===== config.mk =====
export PLATFORM = sky130hd
export DESIGN_NAME = lights_sched
export DESIGN_NICKNAME = d
export VERILOG_FILES = /design/src/rtl/lights_pkg.sv /design/src/rtl/lights_prescaler.sv /design/src/rtl/lights_sched.sv
export SDC_FILE = /design/constraint.sdc
export NUM_CORES = 1
export LEC_CHECK = 0
export CORE_AREA = 2 2 39 41
export CTS_CLUSTER_DIAMETER = 200
export CTS_CLUSTER_SIZE = 8
export DETAILED_ROUTE_END_ITERATION = 10
export DIE_AREA = 0 0 41 43
export SLEW_MARGIN = 20
export SYNTH_ARGS = -nofsm -noshare
export SYNTH_HDL_FRONTEND = slang
export SYNTH_HIERARCHICAL = 1
export SYNTH_SLANG_ARGS = --single-unit

===== constraint.sdc =====
create_clock -name clk -period 1.8 [get_ports clk]
set_input_delay 0.36 -clock clk [delete_from_list [all_inputs] [get_ports clk]]
set_output_delay 0.36 -clock clk [all_outputs]
set_load 0.005 [all_outputs]

===== src/rtl/lights_pkg.sv =====
// Shared types for the light step scheduler: mode codes, scheduler states,
// default step divider and the demo-sequence helper.
package lights_pkg;

  typedef enum logic [1:0] {
    MODE_HOLD = 2'b00,
    MODE_A    = 2'b01,
    MODE_B    = 2'b10,
    MODE_BAD  = 2'b11
  } mode_e;

  typedef enum logic [1:0] {
    ST_IDLE = 2'b00,
    ST_RUN  = 2'b01,
    ST_PEND = 2'b10
  } sched_state_e;

  localparam int unsigned DIV_DEFAULT        = 8;
  localparam int unsigned DEMO_STEPS_DEFAULT = 4;

  // Demo rotation HOLD -> A -> B -> HOLD.
  function automatic mode_e demo_next(input mode_e m);
    case (m)
      MODE_HOLD: return MODE_A;
      MODE_A:    return MODE_B;
      default:   return MODE_HOLD;
    endcase
  endfunction

endpackage


===== src/rtl/lights_prescaler.sv =====
// Step prescaler: counts 0..DIV-1 while enabled, holds while disabled,
// and flags the final count of each step with tick.
import lights_pkg::*;

module lights_prescaler #(
  parameter int unsigned DIV = DIV_DEFAULT
) (
  input  logic clk,
  input  logic reset,
  input  logic en,
  output logic tick
);

  localparam int unsigned     CW   = $clog2(DIV);
  localparam logic [CW-1:0]   LAST = CW'(DIV - 1);

  logic [CW-1:0] count_q;

  always_ff @(posedge clk or posedge reset) begin
    if (reset) begin
      count_q <= '0;
    end else if (en) begin
      count_q <= (count_q == LAST) ? '0 : count_q + 1'b1;
    end
  end

  assign tick = en && (count_q == LAST);

endmodule


===== src/rtl/lights_sched.sv =====
// Light FSM step scheduler: emits step pulses and applies mode changes only on
// step boundaries. Demo auto-advance is built only with LIGHTS_SCHED_DEMO_EN.
import lights_pkg::*;

module lights_sched #(
  parameter int unsigned DIV        = DIV_DEFAULT,
  parameter int unsigned DEMO_STEPS = DEMO_STEPS_DEFAULT
) (
  input  logic       clk,
  input  logic       reset,
  input  logic       run,
  input  logic [1:0] mode_req,
  input  logic       mode_load,
  input  logic       demo,
  output logic       step_en,
  output logic [1:0] mode_out,
  output logic       pending,
  output logic       err
);

  sched_state_e state_q, state_d;
  mode_e        mode_q, mode_d;
  mode_e        pval_q, pval_d;
  logic         pend_q, pend_d;
  logic         err_q;
  logic         step, load_ok, load_bad, has_pend;

  lights_prescaler #(.DIV(DIV)) u_prescaler (
    .clk   (clk),
    .reset (reset),
    .en    (run),
    .tick  (step)
  );

  assign load_ok  = mode_load && (mode_req != MODE_BAD);
  assign load_bad = mode_load && (mode_req == MODE_BAD);
  // IDLE only records the paused phase; a change accepted while paused lives in pend_q.
  assign has_pend = (state_q == ST_PEND) || ((state_q == ST_IDLE) && pend_q);

`ifdef LIGHTS_SCHED_DEMO_EN
  localparam int unsigned      DCW       = (DEMO_STEPS > 0) ? $clog2(DEMO_STEPS + 1) : 1;
  localparam logic [DCW-1:0]   DEMO_LAST = DCW'(DEMO_STEPS);
  logic [DCW-1:0] dcnt_q, dcnt_d;
`else
  logic demo_unused;
  assign demo_unused = demo | (DEMO_STEPS == 0);
`endif

  always_comb begin
    mode_d = mode_q;
    pval_d = pval_q;
    pend_d = has_pend;
`ifdef LIGHTS_SCHED_DEMO_EN
    dcnt_d = dcnt_q;
    if (load_ok) dcnt_d = '0;
`endif
    if (step) begin
      pend_d = 1'b0;
      // A load landing on the boundary bypasses the pending register.
      if (load_ok) begin
        mode_d = mode_e'(mode_req);
      end else if (has_pend) begin
        mode_d = pval_q;
`ifdef LIGHTS_SCHED_DEMO_EN
        dcnt_d = '0;
`endif
      end
`ifdef LIGHTS_SCHED_DEMO_EN
      else if (demo) begin
        if (dcnt_q == DEMO_LAST) begin
          mode_d = demo_next(mode_q);
          dcnt_d = '0;
        end else begin
          dcnt_d = dcnt_q + 1'b1;
        end
      end else begin
        dcnt_d = '0;
      end
`endif
    end else if (load_ok) begin
      pend_d = 1'b1;
      pval_d = mode_e'(mode_req);
    end
    state_d = !run ? ST_IDLE : (pend_d ? ST_PEND : ST_RUN);
  end

  always_ff @(posedge clk or posedge reset) begin
    if (reset) begin
      state_q <= ST_IDLE;
      mode_q  <= MODE_HOLD;
      pval_q  <= MODE_HOLD;
      pend_q  <= 1'b0;
      err_q   <= 1'b0;
`ifdef LIGHTS_SCHED_DEMO_EN
      dcnt_q  <= '0;
`endif
    end else begin
      state_q <= state_d;
      mode_q  <= mode_d;
      pval_q  <= pval_d;
      pend_q  <= pend_d;
      err_q   <= load_bad;
`ifdef LIGHTS_SCHED_DEMO_EN
      dcnt_q  <= dcnt_d;
`endif
    end
  end

  assign step_en  = step;
  assign mode_out = mode_q;
  assign pending  = pend_q;
  assign err      = err_q;

endmodule

==> results of run 1 <==
[routing by layer]
metal / part of all wire / track usage
met1: 0.40 / 0.1284
met2: 0.56 / 0.1875
met3: 0.039 / 0.03141
met4: 0 / 0.08000
met5: 0 / 0
[state kept, by name (all words and copies together), names as in the netlist]
signal / cells
err: 1
mode_out: 2
pending: 1
pval_q: 2
state_q: 2
u_prescaler/count_q: 3
[layout make-up]
| cell class | instances | area, µm² |
|---|---|---|
| clock buffer | 3 | 22.52 |
| clock inverter | 1 | 5.005 |
| fill | 130 | 693.2 |
| inverter | 6 | 22.52 |
| multi-input combinational | 26 | 222.7 |
| sequential | 11 | 275.3 |
| tap | 16 | 20.02 |
| timing repair buffer | 13 | 122.6 |
[worst paths after layout]
kind	from	to	slack (ps)	cells after the start
worst max-delay path	u_prescaler/count_q[1]	step_en	60	4
worst min register to register	pval_q[0]	pval_q[0]	500	2
worst min-delay path	reset	u_prescaler/count_q[1]	280	2
worst max register to register	u_prescaler/count_q[1]	mode_out[0]	220	6
min in group clk	pval_q[0]	pval_q[0]	500	2
max in group asynchronous	reset	mode_out[1]	1210	2
[cells in the final DEF, fill, tap and decap left out, drive strengths merged, types with 3 or more instances in the layout]
master	netlist	routed
clkbuf	0	3
buf	0	3
inv	6	6
nor2	4	4
clkdlybuf4s50	0	9
dfrtp	11	11
[cells by family (layout without fill, tap and decap cells)]
group	after synthesis	after routing	synth area share
AOI/OAI and AO/OA	7	7	0.1092
adders and majority gates	2	2	0.04854
and+or+nand+nor	13	13	0.1675
muxes	4	4	0.09709
DFF	11	11	0.5340
buffers and inverters	6	23	0.04369
[power by group through the flow]
stage / clock network [W] / registers, W / logic [W]
after floorplan: 0 / 0.000360 / 0.000155
after global placement: 0 / 0.000359 / 0.000262
after detailed placement: 0 / 0.000363 / 0.000268
after CTS: 0.000177 / 0.000358 / 0.000279
after global routing: 0.000186 / 0.000367 / 0.000306
final: 0.000165 / 0.000357 / 0.000270
[metrics by stage]
stage          setup WS, ps   power, W  std cells
2_1_floorplan         322.2  0.0005153         43
3_5_place_dp         -46.38  0.0006308         71
3_3_place_gp         -43.09  0.0006214         71
6_report              56.62  0.0007912         76
5_1_grt               3.701  0.0008599         76
4_1_cts               31.94  0.0008142         76
[timing repair]
action                     in CTS  in global routing
setup buffers                   1                  0
setup endpoints to repair       1                  0
gates resized for setup         4                  0
==> run_summary.xml, run 1 <==
<?xml version="1.0" encoding="UTF-8"?>
<metrics>
  <group name="logic_synthesis">
    <metric name="yosys.area.top_type" unit="">sky130_fd_sc_hd__dfrtp_1</metric>
    <metric name="yosys.cell_count.top_type" unit="">sky130_fd_sc_hd__dfrtp_1</metric>
    <metric name="synth-main-ff-cell" unit="">sky130_fd_sc_hd__dfrtp_1</metric>
    <metric name="synth_area_per_cell" unit="µm²">11.99</metric>
    <metric name="netlist.area_leader.share" unit="">0.5340</metric>
    <metric name="synth_common_cells" unit="">sky130_fd_sc_hd__dfrtp_1 (11), sky130_fd_sc_hd__inv_1 (6), sky130_fd_sc_hd__nor2_1 (4)</metric>
    <metric name="synth.yosys.seq_area_share" unit="">0.5340</metric>
    <metric name="postSynthNetCount" unit="">52</metric>
    <metric name="post_synth_inst_count" unit="">43</metric>
    <metric name="ys_warns" unit="">6</metric>
    <metric name="yosys-top-cells-area" unit="">sky130_fd_sc_hd__dfrtp_1 (53%), sky130_fd_sc_hd__mux2_4 (5.8%), sky130_fd_sc_hd__ha_1 (4.9%), sky130_fd_sc_hd__nor3b_2 (4.9%), sky130_fd_sc_hd__inv_1 (4.4%)</metric>
    <metric name="synth_edf_count" unit="">0</metric>
    <metric name="share_of_synthesized_flip_flops_with_an_asynchronous_set_or_reset" unit="">1.000</metric>
    <metric name="netlist-cell-type-count" unit="">19</metric>
    <metric name="post_synth_instance_area" unit="µm²">515.5</metric>
    <metric name="synth_seq_cells" unit="">11</metric>
  </group>
  <group name="power_and_ir_drop">
    <metric name="cell_internal_pwr" unit="W">0.0005798</metric>
    <metric name="clkPwrFrac" unit="">0.208</metric>
    <metric name="irDropWorstVdd" unit="µV">493.8</metric>
    <metric name="power.switching_fraction" unit="">0.2672</metric>
    <metric name="static-leakage-power" unit="nW">0.3332</metric>
    <metric name="pwr-share-seq" unit="">0.451</metric>
    <metric name="combPwrFrac" unit="">0.341</metric>
    <metric name="power-per-cell-area" unit="nW/µm²">1146</metric>
    <metric name="switching_power" unit="W">0.0002114</metric>
  </group>
  <group name="timing">
    <metric name="worst_slew_margin_rel" unit="">0.8014</metric>
    <metric name="timing.hold.ws" unit="ps">282.8</metric>
    <metric name="worst_pin_slew" unit="ps">297.5</metric>
    <metric name="timing.final.max_slew_violations" unit="">0</metric>
    <metric name="clock.fmax" unit="MHz">573.6</metric>
    <metric name="post_route_clock_skew" unit="ps">1.323</metric>
    <metric name="timing.setup.tns" unit="ps">0</metric>
    <metric name="hold_viol_final" unit="">0</metric>
    <metric name="grt_setup_unrepaired" unit="">no</metric>
    <metric name="fin_crit_sh" unit="">0.9685</metric>
    <metric name="final_setup_vio_count" unit="">0</metric>
    <metric name="layout_min_cycle_time" unit="ps">1743</metric>
  </group>
  <group name="critical_path">
    <metric name="path_cells" unit="">ha_2, ha_2, and2_2, clkdlybuf4s15_1</metric>
    <metric name="timing_worst_setup_path_type" unit="">reg -&gt; out</metric>
    <metric name="timing.critical_path.to_type" unit="">output port</metric>
    <metric name="worst_path_dominant_cell_family" unit="">flip-flops</metric>
    <metric name="critPathBufInv" unit="">1</metric>
    <metric name="worst_path_max_delay_cell" unit="">sky130_fd_sc_hd__dfrtp_1</metric>
    <metric name="worst_path_largest_cell_delay" unit="ps">390</metric>
    <metric name="critical_path.max_fanout" unit="">2</metric>
    <metric name="worst-endpoint-required" unit="ps">1440</metric>
    <metric name="worst_path_most_repeated_cell" unit="">sky130_fd_sc_hd__ha_2</metric>
    <metric name="cp.arrival" unit="ps">1380</metric>
    <metric name="worst_setup_path_start_kind" unit="">flip-flop</metric>
  </group>
  <group name="clock_network">
    <metric name="insertion_delay" unit="ps">260</metric>
    <metric name="clock-sinks" unit="">11</metric>
    <metric name="cts.hold.buffers_added" unit="">0</metric>
    <metric name="ctsHtreeMaxLevel" unit="">1</metric>
    <metric name="cts.reportedPaths.clkPinSlew" unit="ps">70</metric>
    <metric name="clock-root-buffer" unit="">sky130_fd_sc_hd__clkbuf_4</metric>
    <metric name="clock_tree.buffer_depth" unit="">2</metric>
    <metric name="cts_made_buffers" unit="">3</metric>
    <metric name="tritoncts_clock_tree" unit="">built</metric>
  </group>
  <group name="global_route">
    <metric name="grt_pass1_wl" unit="µm">1331</metric>
    <metric name="grt_max_degree" unit="">9</metric>
    <metric name="via_count_of_the_first_global_routing_pass" unit="">354</metric>
    <metric name="gr-usage-all-layers" unit="">0.1182</metric>
    <metric name="antenna_found_initial" unit="">0</metric>
    <metric name="globalRoute.totalOverflow" unit="">0</metric>
  </group>
  <group name="final_layout">
    <metric name="synthToLayoutAreaGrowth" unit="%">33.98</metric>
    <metric name="num_antenna_cells" unit="">0</metric>
    <metric name="utilization" unit="">0.4991</metric>
    <metric name="layout_cells_sized_above_1" unit="">0.3000</metric>
    <metric name="stdcell_area" unit="µm²">690.7</metric>
    <metric name="nets" unit="">70</metric>
  </group>
  <group name="routing">
    <metric name="wire_per_inst" unit="µm">9.711</metric>
    <metric name="dr.pass1.iters" unit="">2</metric>
    <metric name="detail_route.wirelength" unit="µm">738</metric>
    <metric name="remaining_drc_errors" unit="">0</metric>
    <metric name="detail_route.vias_per_cell" unit="">4.579</metric>
    <metric name="vias" unit="">348</metric>
    <metric name="drtAntennaViolNets" unit="">0</metric>
    <metric name="detail_route.iter0.violations" unit="">3</metric>
  </group>
  <group name="floorplan">
    <metric name="pin_count" unit="">12</metric>
    <metric name="die_y" unit="µm">43</metric>
    <metric name="die_area" unit="µm²">1763</metric>
    <metric name="placement_row_count" unit="">14</metric>
    <metric name="floorplan.initialDensity" unit="">0.3725</metric>
    <metric name="fp.dieW" unit="µm">41</metric>
    <metric name="core" unit="µm²">1384</metric>
  </group>
  <group name="placement">
    <metric name="post_dp_hpwl" unit="µm">640.3</metric>
    <metric name="placed_cell_area" unit="µm²">650.6</metric>
    <metric name="place_congestion" unit="">0.6042</metric>
    <metric name="port_buffers" unit="">10</metric>
  </group>
  <group name="min_path">
    <metric name="worst_hold_path_type" unit="">in -&gt; async</metric>
  </group>
  <group name="status">
    <metric name="outcome" unit="">finished clean</metric>
  </group>
  <group name="job">
    <metric name="cap_violations" unit="">0</metric>
  </group>
</metrics>
Power figures use the tool's default switching activity.
==> run 2, diff against run 1 <==
- RECOVER_POWER: unset -> 50
==> run 2 against run 1 <==
  * Count of clock-buffer cells in the layout unchanged
  * Combinational power barely moved
  * Maximum frequency is essentially flat
  * Hold slack improved by 130 ps
  * Cell area did not move
  * Routed wire length unchanged
==> run_summary.xml, run 2 (same netlist as run 1, synthesis figures left out) <==
<?xml version="1.0" encoding="UTF-8"?>
<metrics>
  <group name="status">
    <metric name="outcome" unit="">finished clean</metric>
  </group>
  <group name="critical_path">
    <metric name="path_cells" unit="">ha_2, ha_2, and2_2, clkdlybuf4s15_1</metric>
    <metric name="worst_setup_path_start_kind" unit="">flip-flop</metric>
    <metric name="timing.rr.start" unit="">u_prescaler/count_q[1]</metric>
    <metric name="worst_path_most_repeated_cell" unit="">sky130_fd_sc_hd__ha_2</metric>
    <metric name="worst-endpoint-required" unit="ps">1440</metric>
    <metric name="crit_start" unit="">u_prescaler/count_q[1]</metric>
    <metric name="cp.arrival" unit="ps">1380</metric>
    <metric name="worst_path_max_delay_cell" unit="">sky130_fd_sc_hd__dfrtp_1</metric>
    <metric name="timing_worst_setup_path_type" unit="">reg -&gt; out</metric>
    <metric name="worst_path_largest_cell_delay" unit="ps">390</metric>
    <metric name="timing.critical_path.to_type" unit="">output port</metric>
    <metric name="critical_path.max_fanout" unit="">2</metric>
  </group>
  <group name="clock_network">
    <metric name="cts.hold.buffers_added" unit="">0</metric>
    <metric name="clock-sinks" unit="">11</metric>
    <metric name="clock-root-buffer" unit="">sky130_fd_sc_hd__clkbuf_4</metric>
    <metric name="clock_tree.buffer_depth" unit="">2</metric>
    <metric name="cts.reportedPaths.clkPinSlew" unit="ps">70</metric>
    <metric name="insertion_delay" unit="ps">260</metric>
    <metric name="ctsHtreeMaxLevel" unit="">1</metric>
    <metric name="cts_made_buffers" unit="">3</metric>
    <metric name="tritoncts_clock_tree" unit="">built</metric>
  </group>
  <group name="power_and_ir_drop">
    <metric name="cell_internal_pwr" unit="W">0.0005789</metric>
    <metric name="power-per-cell-area" unit="nW/µm²">1144</metric>
    <metric name="clkPwrFrac" unit="">0.208</metric>
    <metric name="finalPower" unit="W">0.0007903</metric>
    <metric name="irDropWorstVdd" unit="µV">493.8</metric>
    <metric name="switching_power" unit="W">0.0002114</metric>
    <metric name="pwr-share-seq" unit="">0.451</metric>
    <metric name="combPwrFrac" unit="">0.340</metric>
    <metric name="power.switching_fraction" unit="">0.2675</metric>
    <metric name="static-leakage-power" unit="nW">0.3337</metric>
  </group>
  <group name="min_path">
    <metric name="worst_hold_path_type" unit="">in -&gt; async</metric>
  </group>
  <group name="routing">
    <metric name="detail_route.vias_per_cell" unit="">4.579</metric>
    <metric name="dr.pass1.iters" unit="">2</metric>
    <metric name="drtAntennaViolNets" unit="">0</metric>
    <metric name="wire_per_inst" unit="µm">9.711</metric>
    <metric name="detail_route.wirelength" unit="µm">738</metric>
    <metric name="detail_route.iter0.violations" unit="">3</metric>
    <metric name="remaining_drc_errors" unit="">0</metric>
    <metric name="vias" unit="">348</metric>
  </group>
  <group name="final_layout">
    <metric name="max_ffs_per_register" unit="">3</metric>
    <metric name="num_antenna_cells" unit="">0</metric>
    <metric name="synthToLayoutAreaGrowth" unit="%">33.98</metric>
    <metric name="nets" unit="">70</metric>
    <metric name="layout.cells.most_common" unit="">sky130_fd_sc_hd__dfrtp_1</metric>
    <metric name="stdcell_area" unit="µm²">690.7</metric>
    <metric name="layout_cells_sized_above_1" unit="">0.3000</metric>
    <metric name="largest_register" unit="">u_prescaler/count_q</metric>
    <metric name="mostFrequentLayoutCells" unit="">sky130_fd_sc_hd__dfrtp_1 (11), sky130_fd_sc_hd__clkdlybuf4s50_1 (7), sky130_fd_sc_hd__inv_1 (6)</metric>
    <metric name="register_area" unit="µm²">275.3</metric>
    <metric name="final.fill_count" unit="">130</metric>
    <metric name="multi_input_comb_area" unit="µm²">222.7</metric>
  </group>
  <group name="global_route">
    <metric name="antenna_found_initial" unit="">0</metric>
    <metric name="globalRoute.totalOverflow" unit="">0</metric>
    <metric name="grt_max_degree" unit="">9</metric>
    <metric name="gr-usage-all-layers" unit="">0.1182</metric>
    <metric name="grt_pass1_wl" unit="µm">1331</metric>
    <metric name="via_count_of_the_first_global_routing_pass" unit="">354</metric>
  </group>
  <group name="timing">
    <metric name="post_route_clock_skew" unit="ps">1.282</metric>
    <metric name="worst_pin_slew" unit="ps">297.5</metric>
    <metric name="timing.setup.tns" unit="ps">0</metric>
    <metric name="timing.final.max_slew_violations" unit="">0</metric>
    <metric name="final_setup_vio_count" unit="">0</metric>
    <metric name="final_critical_path_setup_slack" unit="ps">56.68</metric>
    <metric name="fin_crit_sh" unit="">0.9685</metric>
    <metric name="layout_min_cycle_time" unit="ps">1743</metric>
    <metric name="worst_slew_margin_rel" unit="">0.8014</metric>
    <metric name="timing.hold.ws" unit="ps">416.2</metric>
    <metric name="grt_setup_unrepaired" unit="">no</metric>
    <metric name="hold_viol_final" unit="">0</metric>
    <metric name="clock.fmax" unit="MHz">573.6</metric>
  </group>
  <group name="floorplan">
    <metric name="die_area" unit="µm²">1763</metric>
    <metric name="pin_count" unit="">12</metric>
    <metric name="core" unit="µm²">1384</metric>
    <metric name="fp.dieW" unit="µm">41</metric>
    <metric name="die_y" unit="µm">43</metric>
    <metric name="placement_row_count" unit="">14</metric>
    <metric name="floorplan.initialDensity" unit="">0.3725</metric>
  </group>
  <group name="placement">
    <metric name="placed_cell_area" unit="µm²">650.6</metric>
    <metric name="place_congestion" unit="">0.6042</metric>
    <metric name="port_buffers" unit="">10</metric>
    <metric name="post_dp_hpwl" unit="µm">640.3</metric>
    <metric name="post-place-ws" unit="ps">-46.38</metric>
  </group>
  <group name="job">
    <metric name="cap_violations" unit="">0</metric>
  </group>
</metrics>
[run 2: critical path, delay by kind of cell (launching register included)]
family        cells  cell delay [ps]
fa+ha+maj         2              350
buf+inv           1              200
flops             1              390
simple gates      1              190
[run 2: area by class of cell]
| type | instances | area share |
|---|---|---|
| Sequential cell | 11 | 0.3986 |
| Clock inverter | 1 | 0.007246 |
| Multi-Input combinational cell | 26 | 0.3225 |
| Timing Repair Buffer | 13 | 0.1775 |
| Inverter | 6 | 0.03261 |
| Tap cell | 16 | 0.02899 |
| Clock buffer | 3 | 0.03261 |
[run 2: worst paths after layout]
path / end / slack, ps / depth (start not counted)
setup / recovery: step_en / 60 / 4
max in group asynchronous: mode_out[1] / 1080 / 2
setup reg to reg: mode_out[0] / 220 / 6
hold / removal: u_prescaler/count_q[1] / 420 / 2
hold reg to reg: pval_q[0] / 500 / 2
min in group clk: pval_q[0] / 500 / 2
[run 2: what timing repair did]
action / CTS / global route
endpoints found under the setup margin: 1 / 0
resized for setup: 4 / 0
buffers inserted: 1 / 0
[run 2: metal layers]
metal  up-vias  GRT usage  share of wire
met5         -          0              0
met4         0    0.08000              0
met3         0    0.03141          0.039
met2         6     0.1875           0.56
met1       165     0.1284           0.40
li1        177          -              -
[run 2: power by group through the flow]
| stage | logic [W] | registers (W) | clock network, W |
|---|---|---|---|
| after floorplan | 0.000155 | 0.000360 | 0 |
| after detailed placement | 0.000268 | 0.000363 | 0 |
| final | 0.000269 | 0.000357 | 0.000165 |
| after CTS | 0.000279 | 0.000358 | 0.000177 |
| after global placement | 0.000262 | 0.000359 | 0 |
| after global routing | 0.000306 | 0.000367 | 0.000186 |
[run 2: per-stage QoR]
stage               std cells  utilization
CTS                        76       0.4991
finish                     76       0.4991
global route               76       0.4991
global placement           71       0.4702
detailed placement         71       0.4702
floorplan                  43            -
